==> src/rtl/lock_keypad_pkg.sv <==
// Shared types for the door-lock slice: the lock FSM states and the keypad
// front-end states, plus a small constant helper.
package lock_keypad_pkg;

   typedef enum logic [1:0] {
      LOCK_CLOSED  = 2'd0,
      LOCK_OPENING = 2'd1,
      LOCK_OPEN    = 2'd2,
      LOCK_CLOSING = 2'd3
   } lock_state;

   typedef enum logic [1:0] {
      KEYPAD_IDLE     = 2'd0,
      KEYPAD_ENTRY    = 2'd1,
      KEYPAD_UNLOCKED = 2'd2,
      KEYPAD_LOCKOUT  = 2'd3
   } keypad_state;

   function automatic int unsigned max_u(input int unsigned a, input int unsigned b);
      return (a > b) ? a : b;
   endfunction

endpackage

==> src/rtl/lock_keypad_timer.sv <==
// Clearable free-running up-counter with a compare-against-terminal flag,
// shared by the lockout and auto-close windows.
module lock_keypad_timer
   import lock_keypad_pkg::*;
#(
   parameter int unsigned WIDTH = 5
) (
   input  logic             clk,
   input  logic             rst,
   input  logic             i_clr,
   input  logic [WIDTH-1:0] i_tc_val,
   output logic             o_tc
);

   logic [WIDTH-1:0] r_count;

   always_ff @(posedge clk) begin
      if (rst || i_clr) r_count <= '0;
      else              r_count <= r_count + 1'b1;
   end

   assign o_tc = (r_count == i_tc_val);

endmodule

==> src/rtl/lock_keypad.sv <==
// Keypad code-entry controller: collects digits, checks them against the
// stored code and issues one-cycle open/close pulses to the lock FSM.
module lock_keypad
   import lock_keypad_pkg::*;
#(
   parameter int unsigned                  CODE_LEN          = 4,
   parameter int unsigned                  DIGIT_W           = 4,
   parameter logic [CODE_LEN*DIGIT_W-1:0]  DEFAULT_CODE      = 16'h1234,
   parameter int unsigned                  MAX_FAIL          = 3,
   parameter int unsigned                  LOCKOUT_CYCLES    = 16,
   parameter int unsigned                  AUTO_CLOSE_CYCLES = 32
) (
   input  logic                            clk,
   input  logic                            rst,
   input  logic                            digit_valid,
   input  logic [DIGIT_W-1:0]              digit,
   input  logic                            enter,
   input  logic                            cancel,
   input  logic                            close_req,
   input  logic                            code_wr,
   input  logic [CODE_LEN*DIGIT_W-1:0]     code_wr_data,
   output logic                            open,
   output logic                            close,
   output logic                            locked_out,
   output logic [$clog2(MAX_FAIL+1)-1:0]   fail_count
);

   localparam int unsigned CODE_W  = CODE_LEN * DIGIT_W;
   localparam int unsigned CNT_W   = $clog2(CODE_LEN + 1);
   localparam int unsigned FAIL_W  = $clog2(MAX_FAIL + 1);
   localparam int unsigned TIMER_W = $clog2(max_u(LOCKOUT_CYCLES, AUTO_CLOSE_CYCLES));

   localparam logic [CNT_W-1:0]  CNT_FULL  = CNT_W'(CODE_LEN);
   localparam logic [FAIL_W-1:0] FAIL_MAX  = FAIL_W'(MAX_FAIL);
   localparam logic [FAIL_W-1:0] FAIL_LAST = FAIL_W'(MAX_FAIL - 1);

   keypad_state         r_state;
   logic [CODE_W-1:0]   r_code;
   logic [CODE_W-1:0]   r_buf;
   logic [CNT_W-1:0]    r_count;
   logic                r_overflow;
   logic                r_open;
   logic                r_close;
   logic                r_locked_out;
   logic [FAIL_W-1:0]   r_fail;

   logic                w_match;
   logic                w_code_wr;
   logic                w_timer_clr;
   logic                w_tc;
   logic [TIMER_W-1:0]  w_tc_val;

   assign w_match     = (r_count == CNT_FULL) && !r_overflow && (r_buf == r_code);
   assign w_code_wr   = (r_state == KEYPAD_UNLOCKED) && code_wr;
   // Timer idles at zero outside the timed states, so entering one starts it from 0.
   assign w_timer_clr = !((r_state == KEYPAD_UNLOCKED) || (r_state == KEYPAD_LOCKOUT)) || w_code_wr;
   assign w_tc_val    = (r_state == KEYPAD_LOCKOUT) ? TIMER_W'(LOCKOUT_CYCLES - 1)
                                                    : TIMER_W'(AUTO_CLOSE_CYCLES - 1);

   lock_keypad_timer #(
      .WIDTH (TIMER_W)
   ) u_timer (
      .clk      (clk),
      .rst      (rst),
      .i_clr    (w_timer_clr),
      .i_tc_val (w_tc_val),
      .o_tc     (w_tc)
   );

   always_ff @(posedge clk) begin
      if (rst) begin
         r_state      <= KEYPAD_IDLE;
         r_code       <= DEFAULT_CODE;
         r_buf        <= '0;
         r_count      <= '0;
         r_overflow   <= 1'b0;
         r_open       <= 1'b0;
         r_close      <= 1'b0;
         r_locked_out <= 1'b0;
         r_fail       <= '0;
      end else begin
         r_open  <= 1'b0;
         r_close <= 1'b0;
         case (r_state)
            KEYPAD_IDLE, KEYPAD_ENTRY: begin
               if (cancel) begin
                  r_buf      <= '0;
                  r_count    <= '0;
                  r_overflow <= 1'b0;
                  r_state    <= KEYPAD_IDLE;
               end else if (enter) begin
                  r_buf      <= '0;
                  r_count    <= '0;
                  r_overflow <= 1'b0;
                  if (w_match) begin
                     r_open  <= 1'b1;
                     r_fail  <= '0;
                     r_state <= KEYPAD_UNLOCKED;
                  end else if (r_fail == FAIL_LAST) begin
                     r_fail       <= FAIL_MAX;
                     r_locked_out <= 1'b1;
                     r_state      <= KEYPAD_LOCKOUT;
                  end else begin
                     r_fail  <= r_fail + 1'b1;
                     r_state <= KEYPAD_IDLE;
                  end
               end else if (digit_valid) begin
                  r_buf <= {r_buf[CODE_W-DIGIT_W-1:0], digit};
                  if (r_count == CNT_FULL) r_overflow <= 1'b1;
                  else                     r_count    <= r_count + 1'b1;
                  r_state <= KEYPAD_ENTRY;
               end
            end
            KEYPAD_UNLOCKED: begin
               if (code_wr) r_code <= code_wr_data;
               if (close_req || w_tc) begin
                  r_close <= 1'b1;
                  r_state <= KEYPAD_IDLE;
               end
            end
            KEYPAD_LOCKOUT: begin
               if (w_tc) begin
                  r_locked_out <= 1'b0;
                  r_fail       <= '0;
                  r_state      <= KEYPAD_IDLE;
               end
            end
            default: r_state <= KEYPAD_IDLE;
         endcase
      end
   end

   assign open       = r_open;
   assign close      = r_close;
   assign locked_out = r_locked_out;
   assign fail_count = r_fail;

endmodule

==> config.mk <==
export PLATFORM = sky130hd
export DESIGN_NAME = lock_keypad
export DESIGN_NICKNAME = d
export VERILOG_FILES = /design/src/rtl/lock_keypad_pkg.sv /design/src/rtl/lock_keypad_timer.sv /design/src/rtl/lock_keypad.sv
export SDC_FILE = /design/constraint.sdc
export NUM_CORES = 1
export LEC_CHECK = 0
export ABC_AREA = 1
export CAP_MARGIN = 0
export CORE_AREA = 2 2 71 107
export DETAILED_ROUTE_END_ITERATION = 12
export DIE_AREA = 0 0 73 109
export GPL_TIMING_DRIVEN = 1
export HOLD_SLACK_MARGIN = 0.03
export PLACE_DENSITY = 0.59
export SLEW_MARGIN = 20
export SYNTH_ARGS = -nofsm -noshare
export SYNTH_HDL_FRONTEND = slang
export SYNTH_SLANG_ARGS = --single-unit
export TNS_END_PERCENT = 30
==> constraint.sdc <==
create_clock -name clk -period 1.3 [get_ports clk]
set_input_delay 0.26 -clock clk [delete_from_list [all_inputs] [get_ports clk]]
set_output_delay 0.26 -clock clk [all_outputs]
set_load 0.03 [all_outputs]
# ---- After elaboration in Yosys (flattened, before gate mapping)
# Cells that the tools add are included.
# W data, S select, Z words.
dict set report word_totals {
  register_bits 48
  output_inout_bits 5
  wordCells 87
  inputBits 27
}
dict set report classes {
  n_eq_ne 15
  muxes 33
  n_bitwise 3
  n_reduce_logical 23
  n_addsub 3
}
# op n
set ops {}
lappend ops {{$mux W16} 3}
lappend ops {{$mux W2} 11}
lappend ops {{$eq A16 B16 Y1} 1}
lappend ops {{$mux W3} 4}
lappend ops {{$mux W1} 11}
lappend ops {{$ne A2 B2 Y1 const B} 5}
lappend ops {{$reduce_and A3 Y1} 3}
lappend ops {{$eq A2 B2 Y1 const B} 3}
lappend ops {{$pmux W2 S3} 1}
lappend ops {{$reduce_and A6 Y1} 1}
lappend ops {{$reduce_bool A3 Y1} 2}
lappend ops {{$add A5 B1 Y5 const B} 1}
lappend ops {{$eq A5 B5 Y1} 1}
lappend ops {{$mux W5} 1}
lappend ops {{$logic_or A1 B1 Y1} 4}
lappend ops {{$ne A4 B4 Y1 const B} 1}
lappend ops {{$pmux W2 S2} 1}
lappend ops {{$reduce_and A2 Y1} 2}
lappend ops {{$reduce_and A4 Y1} 1}
lappend ops {{$reduce_or A2 Y1} 2}
lappend ops {{$reduce_or A4 Y1} 1}
lappend ops {{$add A3 B1 Y3 const B} 1}
lappend ops {{$eq A3 B3 Y1 const B} 1}
lappend ops {{$logic_and A1 B1 Y1} 3}
lappend ops {{other kinds (9)} 12}

# ---- Depth between registers and ports, before layout
# Gate-level depths: netlist of the first run.
dict set report depth {
  ltp_word 7
  ltp_mapped 11
  depth_no_buf 11
}

# ---- Cells and area by module
# A second synthesis of the first run with hierarchy kept.
dict set report hier_totals {
  cells_unflattened 318
  area_unflattened_um2 2364.8
}
# mod instances seq_area_each_um2 area_each_um2 cells_per_inst
set modules_own_cells {}
lappend modules_own_cells {lock_keypad 1 860.8 2100.8 281}
lappend modules_own_cells {lock_keypad_timer 1 100.1 264.0 37}

# ---- Worst setup path after synthesis of the first run
# Ideal clock, no wire load.
dict set report synth_timing {
  path_type {flip-flop to flip-flop}
  from {register u_timer.r_count[0]}
  to {register r_locked_out, in the netlist locked_out}
  slack_ps -93
  arrival_time_ps 1282
  path_buffers 0
  path_stages_with_launch 11
  synth_period_minus_slack_ps 1393
  required_time_ps 1190
  setup_time_ps 110
  path_cell_list {dfxtp_1 -> ha_1 -> inv_2 -> nor3_4 -> nand2_2 -> nand2_2 -> o21a_4 -> nand2_1 -> nand2_1 -> and2_1 -> nor2_2}
}
dict set report synth_via {
  elab_chain_cells 3
}
# item line_no
set synth_lines {}
lappend synth_lines {{start: declaration} lock_keypad_timer.sv:15} ;# logic [WIDTH-1:0] r_count;
lappend synth_lines {{start signal: assignment} lock_keypad_timer.sv:19} ;# else r_count <= r_count + 1'b1;
lappend synth_lines {{$eq A5 B5 Y1} lock_keypad_timer.sv:22} ;# assign o_tc = (r_count == i_tc_val);
lappend synth_lines {{$ne A2 B2 Y1 (no line)} -}
lappend synth_lines {{$reduce_and A6 Y1 (no line)} -}
lappend synth_lines {{end signal: assignment} lock_keypad.sv:79} ;# r_locked_out <= 1'b0;
lappend synth_lines {{end signal: assignment} lock_keypad.sv:101} ;# r_locked_out <= 1'b1;
lappend synth_lines {{end signal: assignment} lock_keypad.sv:123} ;# r_locked_out <= 1'b0;
lappend synth_lines {{end: declaration} lock_keypad.sv:44} ;# logic r_locked_out;
# No other way between the ends.
# A chain may end at the register's enable or synchronous reset.

# ---- Worst setup path in the final report of the first run
# Same ends and word-level chain as after synthesis.

==> flow_summary.json, run 1 <==
{
  "outcome": "finished with violations",
  "violations": "negative setup slack",
  "end_kind": "register",
  "first_pass_iters": 4,
  "die_x_um": 73,
  "yosys.cell_types.count": 33,
  "hp-class": "input port to register",
  "track_usage_pct": 15.7,
  "synthTopCellsByCount": "nand2_1 (74), dfxtp_1 (48), a21oi_1 (39)",
  "ys.flop_type": "dfxtp_1",
  "critPathLaunchType": "register",
  "placed_cell_area_um2": 3110,
  "min_period_over_period_pct": 110,
  "rr_startpoint": "u_timer.r_count[0]",
  "p_sw_mw": 0.734,
  "fin_crit_ns": 1.43,
  "async_flop_share_pct": 0,
  "synth_cells": 314,
  "path_clk_slew_ns": 0.09,
  "area_growth_pct": 43.7,
  "fin_nets": 427,
  "cts_buffer_depth": 2,
  "drv_slew": 0,
  "cts_tree": "yes",
  "synth_most_common_cell": "nand2_1",
  "clock_latency_ns": 0.30,
  "viasPerCell": 4.67,
  "ios": 32,
  "grt_pass1_vias": 2164,
  "start_util_pct": 33.1,
  "layout.cells.non_filler": 477,
  "synth_area_leader_cell": "dfxtp_1",
  "synth_xor_area_share_pct": 2.99,
  "wl_per_cell_um": 12.1,
  "total_power_mw": 2.90,
  "coreArea_um2": 7080,
  "synthesis.nets": 345,
  "syn_area_per_cell_um2": 7.46,
  "synth_seq_cells": 48,
  "total_leakage_power_nw": 1.34,
  "crit_slowest_cell": "dfxtp_2",
  "drt-initial-drc-count": 74,
  "die_h_um": 109,
  "setup_slack_ns": -0.134,
  "ant_nets": 0,
  "routed_wl_um": 5770,
  "synth.top_cell.area_share_pct": 41.0,
  "synthMuxAreaShare_pct": 0,
  "dp.cells": 463,
  "grt-ovfl-total": 0,
  "critPathLaunch": "u_timer.r_count[0]",
  "finalClockSkew_ns": 0.00690,
  "grt_pass1_wl_um": 9780,
  "synth_simple_gate_area_share_pct": 24.9,
  "cts.sinks": 48,
  "grt_max_degree": 27,
  "synth_top_family_by_area": "simple AND/OR/NAND/NOR gates",
  "internal_power_mw": 2.17,
  "dp_hpwl_um": 4180,
  "pwr-share-comb_pct": 15.4,
  "crit_path_max_fanout": 6,
  "die-area_um2": 7960,
  "timing.fmax_mhz": 697,
  "antenna_found_initial": 0,
  "ys_seq_area_share_pct": 41.0,
  "vdd_ir_drop_max_uv": 524,
  "post-route-util_pct": 47.5,
  "cp_common_cell": "nand2_2",
  "power_frac_seq_pct": 52.7,
  "final_layout_size_suffix_gt1_share_pct": 32.5,
  "design_area_um2": 3370,
  "maxCapViolCount": 0,
  "htree_num_levels": 2,
  "worst_hold_startpoint": "cancel",
  "io_buffers": 31,
  "yosys_warnings": 0,
  "cp.required_ns": 1.51,
  "max_stage_delay_ns": 0.36,
  "diodes": 0,
  "crit_type": "register to register",
  "synth-adder-area-share_pct": 2.14,
  "power_density_nw_per_um2": 863,
  "drc_errors": 0,
  "worst_pin_slew_ns": 0.312,
  "synth_edf_count": 0,
  "switching_share_pct": 25.3,
  "place_congestion": 0.844,
  "arrival_ns": 1.64,
  "num_vias": 2228,
  "clkPwrFrac_pct": 31.9,
  "synth_compound_area_share_pct": 18.7,
  "setup_violations": 6,
  "num_rows": 38,
  "maxSlewHeadroom_pct": 79.2,
  "holdBufCountCts": 0,
  "root_buffer": "clkbuf_8",
  "hold_viol_final": 0,
  "crit_chain": "ha_4 -> inv_2 -> nor3_4 -> nand2_2 -> nand2_2 -> o21a_4 -> nand2_2 -> nand2_1 -> and2_4 -> nor2_2",
  "rsz0062_at_grt": "yes",
  "numCtsBuffers": 5,
  "syn-cell-area_um2": 2340,
  "netlist_top_cells_area": "dfxtp_1 (41%), nand2_1 (12%), a21oi_1 (8.3%), inv_1 (5.4%), nand3_1 (3.4%)"
}
[what timing repair did]
item,CTS,global route
gates resized for setup,16,31
pin swaps,6,19
gates cloned,0,1
endpoints found under the setup margin,34,43
hold endpoints to repair,0,0
buffers inserted,3,3
[per-stage QoR]
step | setup slack, ns | hold slack, ns | setup TNS, ns
final | -0.134 | 0.325 | -0.415
after global routing | -0.259 | 0.340 | -1.21
after floorplan | -0.0182 | 0.338 | -0.0182
after CTS | -0.126 | 0.480 | -0.634
after global placement | -0.290 | 0.452 | -8.29
after detailed placement | -0.374 | 0.462 | -9.33
[worst max-delay path, delay by kind of cell, from the launching register on]
| family | cells | cell delay, ns |
|---|---|---|
| DFF | 1 | 0.36 |
| AOI/OAI and AO/OA | 1 | 0.16 |
| adders and majority gates | 1 | 0.14 |
| and+or+nand+nor | 7 | 0.64 |
| buffers and inverters | 1 | 0.05 |
[cell usage in the layout (no fill, tap or decap), drive strengths merged]
| cell type | Yosys | routed |
|---|---|---|
| dlymetal6s2s | 0 | 1 |
| and3 | 1 | 1 |
| inv | 42 | 42 |
| nor2 | 24 | 24 |
| o21a | 1 | 1 |
| nand3 | 17 | 17 |
| dlygate4sd2 | 0 | 1 |
| nor3 | 3 | 3 |
| o21bai | 1 | 1 |
| clkbuf | 3 | 10 |
| clkdlybuf4s15 | 0 | 2 |
| nand2 | 78 | 78 |
| nand4 | 5 | 5 |
| o21ai | 14 | 14 |
| o211ai | 3 | 3 |
| clkdlybuf4s50 | 0 | 24 |
| a22oi | 1 | 1 |
| xnor2 | 8 | 8 |
| or2 | 1 | 1 |
| a21oi | 39 | 39 |
| dfxtp | 48 | 48 |
| and2 | 1 | 1 |
| a211oi | 10 | 10 |
| ha | 4 | 4 |
| buf | 10 | 58 |
[power groups by stage]
stage | Combinational, mW | Sequential, mW | Clock [mW]
after floorplan | 0.193 | 1.57 | 0
after global placement | 0.399 | 1.56 | 0
after detailed placement | 0.404 | 1.56 | 0
after CTS | 0.413 | 1.53 | 0.975
after global routing | 0.492 | 1.54 | 1.02
final | 0.446 | 1.53 | 0.927
[registers in the layout (all words and copies together) (netlist names)]
| name | cells |
|---|---|
| close | 1 |
| fail_count | 2 |
| locked_out | 1 |
| open | 1 |
| r_buf | 16 |
| r_code | 16 |
| r_count | 3 |
| r_overflow | 1 |
| r_state | 2 |
| u_timer.r_count | 5 |
[worst paths after layout]
| path | end | slack [ns] | depth (start not counted) |
|---|---|---|---|
| min | r_state[0] | 0.32 | 4 |
| max | locked_out | -0.13 | 10 |
| max reg2reg | locked_out | -0.13 | 10 |
| min reg2reg | r_buf[13] | 0.48 | 2 |
[final cells by class]
cell class	count	area [um^2]
inverters	42	160
repair buffers	88	779
multi-input cells	211	1260
well taps	80	100
fillers	694	3720
flip-flops and latches	48	975
clock buffers	8	90.1
[routing by layer]
layer  vias up  share of wire [%]  global-route usage [%]
met3         7                2.4                    2.77
met4         0                1.8                    5.95
li1       1176                  -                       -
met2        31                 54                    29.4
met5         -                  0                       0
met1      1014                 42                    16.9
[cells by family (layout without fill, tap and decap cells)]
group	Yosys count	in the layout
xor+xnor	8	8
fa+ha+maj	4	4
compound gates	69	69
flops	48	48
buf+inv	55	138
simple gates	130	130
No activity file was read; power rests on OpenSTA's default activity.
==> inputs of run 2 (changes only) <==
--- a/config.mk
+++ b/config.mk
@@ -17,4 +17,3 @@
 export SYNTH_ARGS = -nofsm -noshare
 export SYNTH_HDL_FRONTEND = slang
 export SYNTH_SLANG_ARGS = --single-unit
-export TNS_END_PERCENT = 30
==> run 2 against run 1 <==
  * The run still ends with negative setup slack left
  * Routed wire length grew 3.7%
  * Global-route usage rose by 0.76 points
  * First-iteration DRC count is 30% lower
  * Clock skew is 0.0012 ns higher
  * Fmax fell by 1.7%
  * Non-clock buffer count increased by 5
  * Sequential power barely moved
  * Sequential share of layout area down 0.47 points
  * Flip-flop and latch count unchanged
  * Combinational power is 2% higher
  * Critical path type unchanged
  * Core utilization increased by 0.72 points
==> flow_summary.json, run 2 (synthesis gave the netlist of run 1 again) <==
{
  "outcome": "finished with violations",
  "violations": "negative setup slack",
  "antenna_found_initial": 0,
  "crit_type": "register to register",
  "viasPerCell": 4.70,
  "grt_max_degree": 24,
  "io_buffers": 31,
  "cts_buffer_depth": 2,
  "maxCapViolCount": 0,
  "min_period_over_period_pct": 112,
  "post-route-util_pct": 48.3,
  "setup_slack_ns": -0.159,
  "num_vias": 2263,
  "mostFrequentLayoutCells": "nand2_1 (70), buf_4 (57), dfxtp_1 (40)",
  "reg_top3": "r_buf (16), r_code (16), u_timer.r_count (5)",
  "diodes": 0,
  "die-area_um2": 7960,
  "root_buffer": "clkbuf_8",
  "numCtsBuffers": 5,
  "maxSlewHeadroom_pct": 77.9,
  "cp.required_ns": 1.51,
  "start_util_pct": 33.1,
  "fin_nets": 432,
  "grt-ovfl-total": 0,
  "clkPwrFrac_pct": 31.9,
  "dp_hpwl_um": 4180,
  "timing.fmax_mhz": 686,
  "drc_errors": 0,
  "crit_slowest_cell": "dfxtp_2",
  "rr_startpoint": "u_timer.r_count[0]",
  "coreArea_um2": 7080,
  "grt_pass1_vias": 2240,
  "drt-initial-drc-count": 52,
  "end_kind": "register",
  "critPathLaunch": "u_timer.r_count[0]",
  "internal_power_mw": 2.17,
  "die_h_um": 109,
  "num_rows": 38,
  "hold_viol_final": 0,
  "post-place-ws_ns": -0.374,
  "switching_share_pct": 25.5,
  "hp-class": "input port to register",
  "placed_cell_area_um2": 3110,
  "design_area_um2": 3420,
  "crit_path_max_fanout": 5,
  "power_density_nw_per_um2": 853,
  "arrival_ns": 1.67,
  "cp_common_cell": "nand2_2",
  "path_clk_slew_ns": 0.09,
  "cts_tree": "yes",
  "final_common_cell": "nand2_1",
  "place_congestion": 0.844,
  "htree_num_levels": 2,
  "critPathLaunchType": "register",
  "rsz0062_at_grt": "yes",
  "hold_slack_ns": 0.397,
  "path_buf_inv": 1,
  "vdd_ir_drop_max_uv": 525,
  "power_frac_seq_pct": 52.5,
  "cp_top_family": "simple AND/OR/NAND/NOR gates",
  "wl_per_cell_um": 12.4,
  "worst_hold_startpoint": "digit_valid",
  "routed_wl_um": 5980,
  "max_stage_delay_ns": 0.36,
  "track_usage_pct": 16.4,
  "grt_pass1_wl_um": 10200,
  "ant_nets": 0,
  "setup_violations": 6,
  "crit_chain": "ha_4 -> inv_4 -> nor3_4 -> nand2_2 -> nand2_2 -> o21a_4 -> nand2_2 -> nand2_1 -> and2_4 -> nor2_2",
  "pwr-share-comb_pct": 15.6,
  "final_layout_size_suffix_gt1_share_pct": 33.1,
  "area_growth_pct": 45.9,
  "drv_slew": 0,
  "clock_latency_ns": 0.30,
  "ios": 32,
  "fin_crit_ns": 1.46,
  "total_leakage_power_nw": 1.37,
  "p_sw_mw": 0.742,
  "holdBufCountCts": 0,
  "worst_pin_slew_ns": 0.332,
  "total_power_mw": 2.92,
  "first_pass_iters": 4,
  "cts.sinks": 48,
  "die_x_um": 73,
  "finalClockSkew_ns": 0.00811
}
## run 2: cell count changes in the layout (fill, tap and decap cells not counted), sizes merged
cell / previous run / this run
buf: 58 / 64
clkdlybuf4s50: 24 / 23
clkbuf: 10 / 9
dlygate4sd2: 1 / 2
## run 2: worst paths after layout
path / end / depth (start not counted) / slack (ns)
hold reg to reg: r_buf[13] / 2 / 0.48
setup reg to reg: locked_out / 10 / -0.16
hold / removal: r_state[0] / 6 / 0.40
setup / recovery: locked_out / 10 / -0.16
## run 2: worst reg2reg max path, delay by kind of cell, from the launching register on
| family | cells | cell delay (ns) |
|---|---|---|
| AND/OR/NAND/NOR | 7 | 0.66 |
| AO/OA/AOI/OAI | 1 | 0.16 |
| flip-flops | 1 | 0.36 |
| buffers and inverters | 1 | 0.04 |
| adder cells (fa/ha/maj) | 1 | 0.15 |
## run 2: what timing repair did
item / 4_1_cts / 5_1_grt
pin swaps: 10 / 14
endpoints found under the setup margin: 34 / 35
cloned: 1 / 0
hold endpoints to repair: 0 / 0
setup buffers: 9 / 3
gates resized for setup: 21 / 31
## run 2: final cells by class
class	count	area, um^2
fill	693	3670
timing repair buffer	93	826
multi-input combinational	211	1270
clock buffer	8	90.1
tap	80	100
sequential	48	973
inverter	42	163
## run 2: per-stage QoR
stage / TNS, ns / std cells
6_report: -0.564 / 482
5_1_grt: -1.38 / 482
4_1_cts: -0.595 / 481
3_5_place_dp: -9.33 / 463
3_3_place_gp: -8.29 / 463
2_1_floorplan: -0.0182 / 314
## run 2: metal layers
metal | vias to the layer above | wire (um) | share of wire, % | global-route usage, %
met5 | - | 0 | 0 | 0
met4 | 0 | 103 | 1.7 | 5.95
met3 | 7 | 128 | 2.1 | 2.77
met2 | 29 | 3280 | 55 | 31.6
met1 | 1040 | 2460 | 41 | 17.2
li1 | 1187 | - | - | -
## run 2: power groups by stage
stage	combinational [mW]	sequential (mW)	clock [mW]
after global placement	0.399	1.56	0
after detailed placement	0.404	1.56	0
after global routing	0.500	1.54	1.02
after floorplan	0.193	1.57	0
after CTS	0.443	1.53	0.975
final	0.455	1.53	0.929
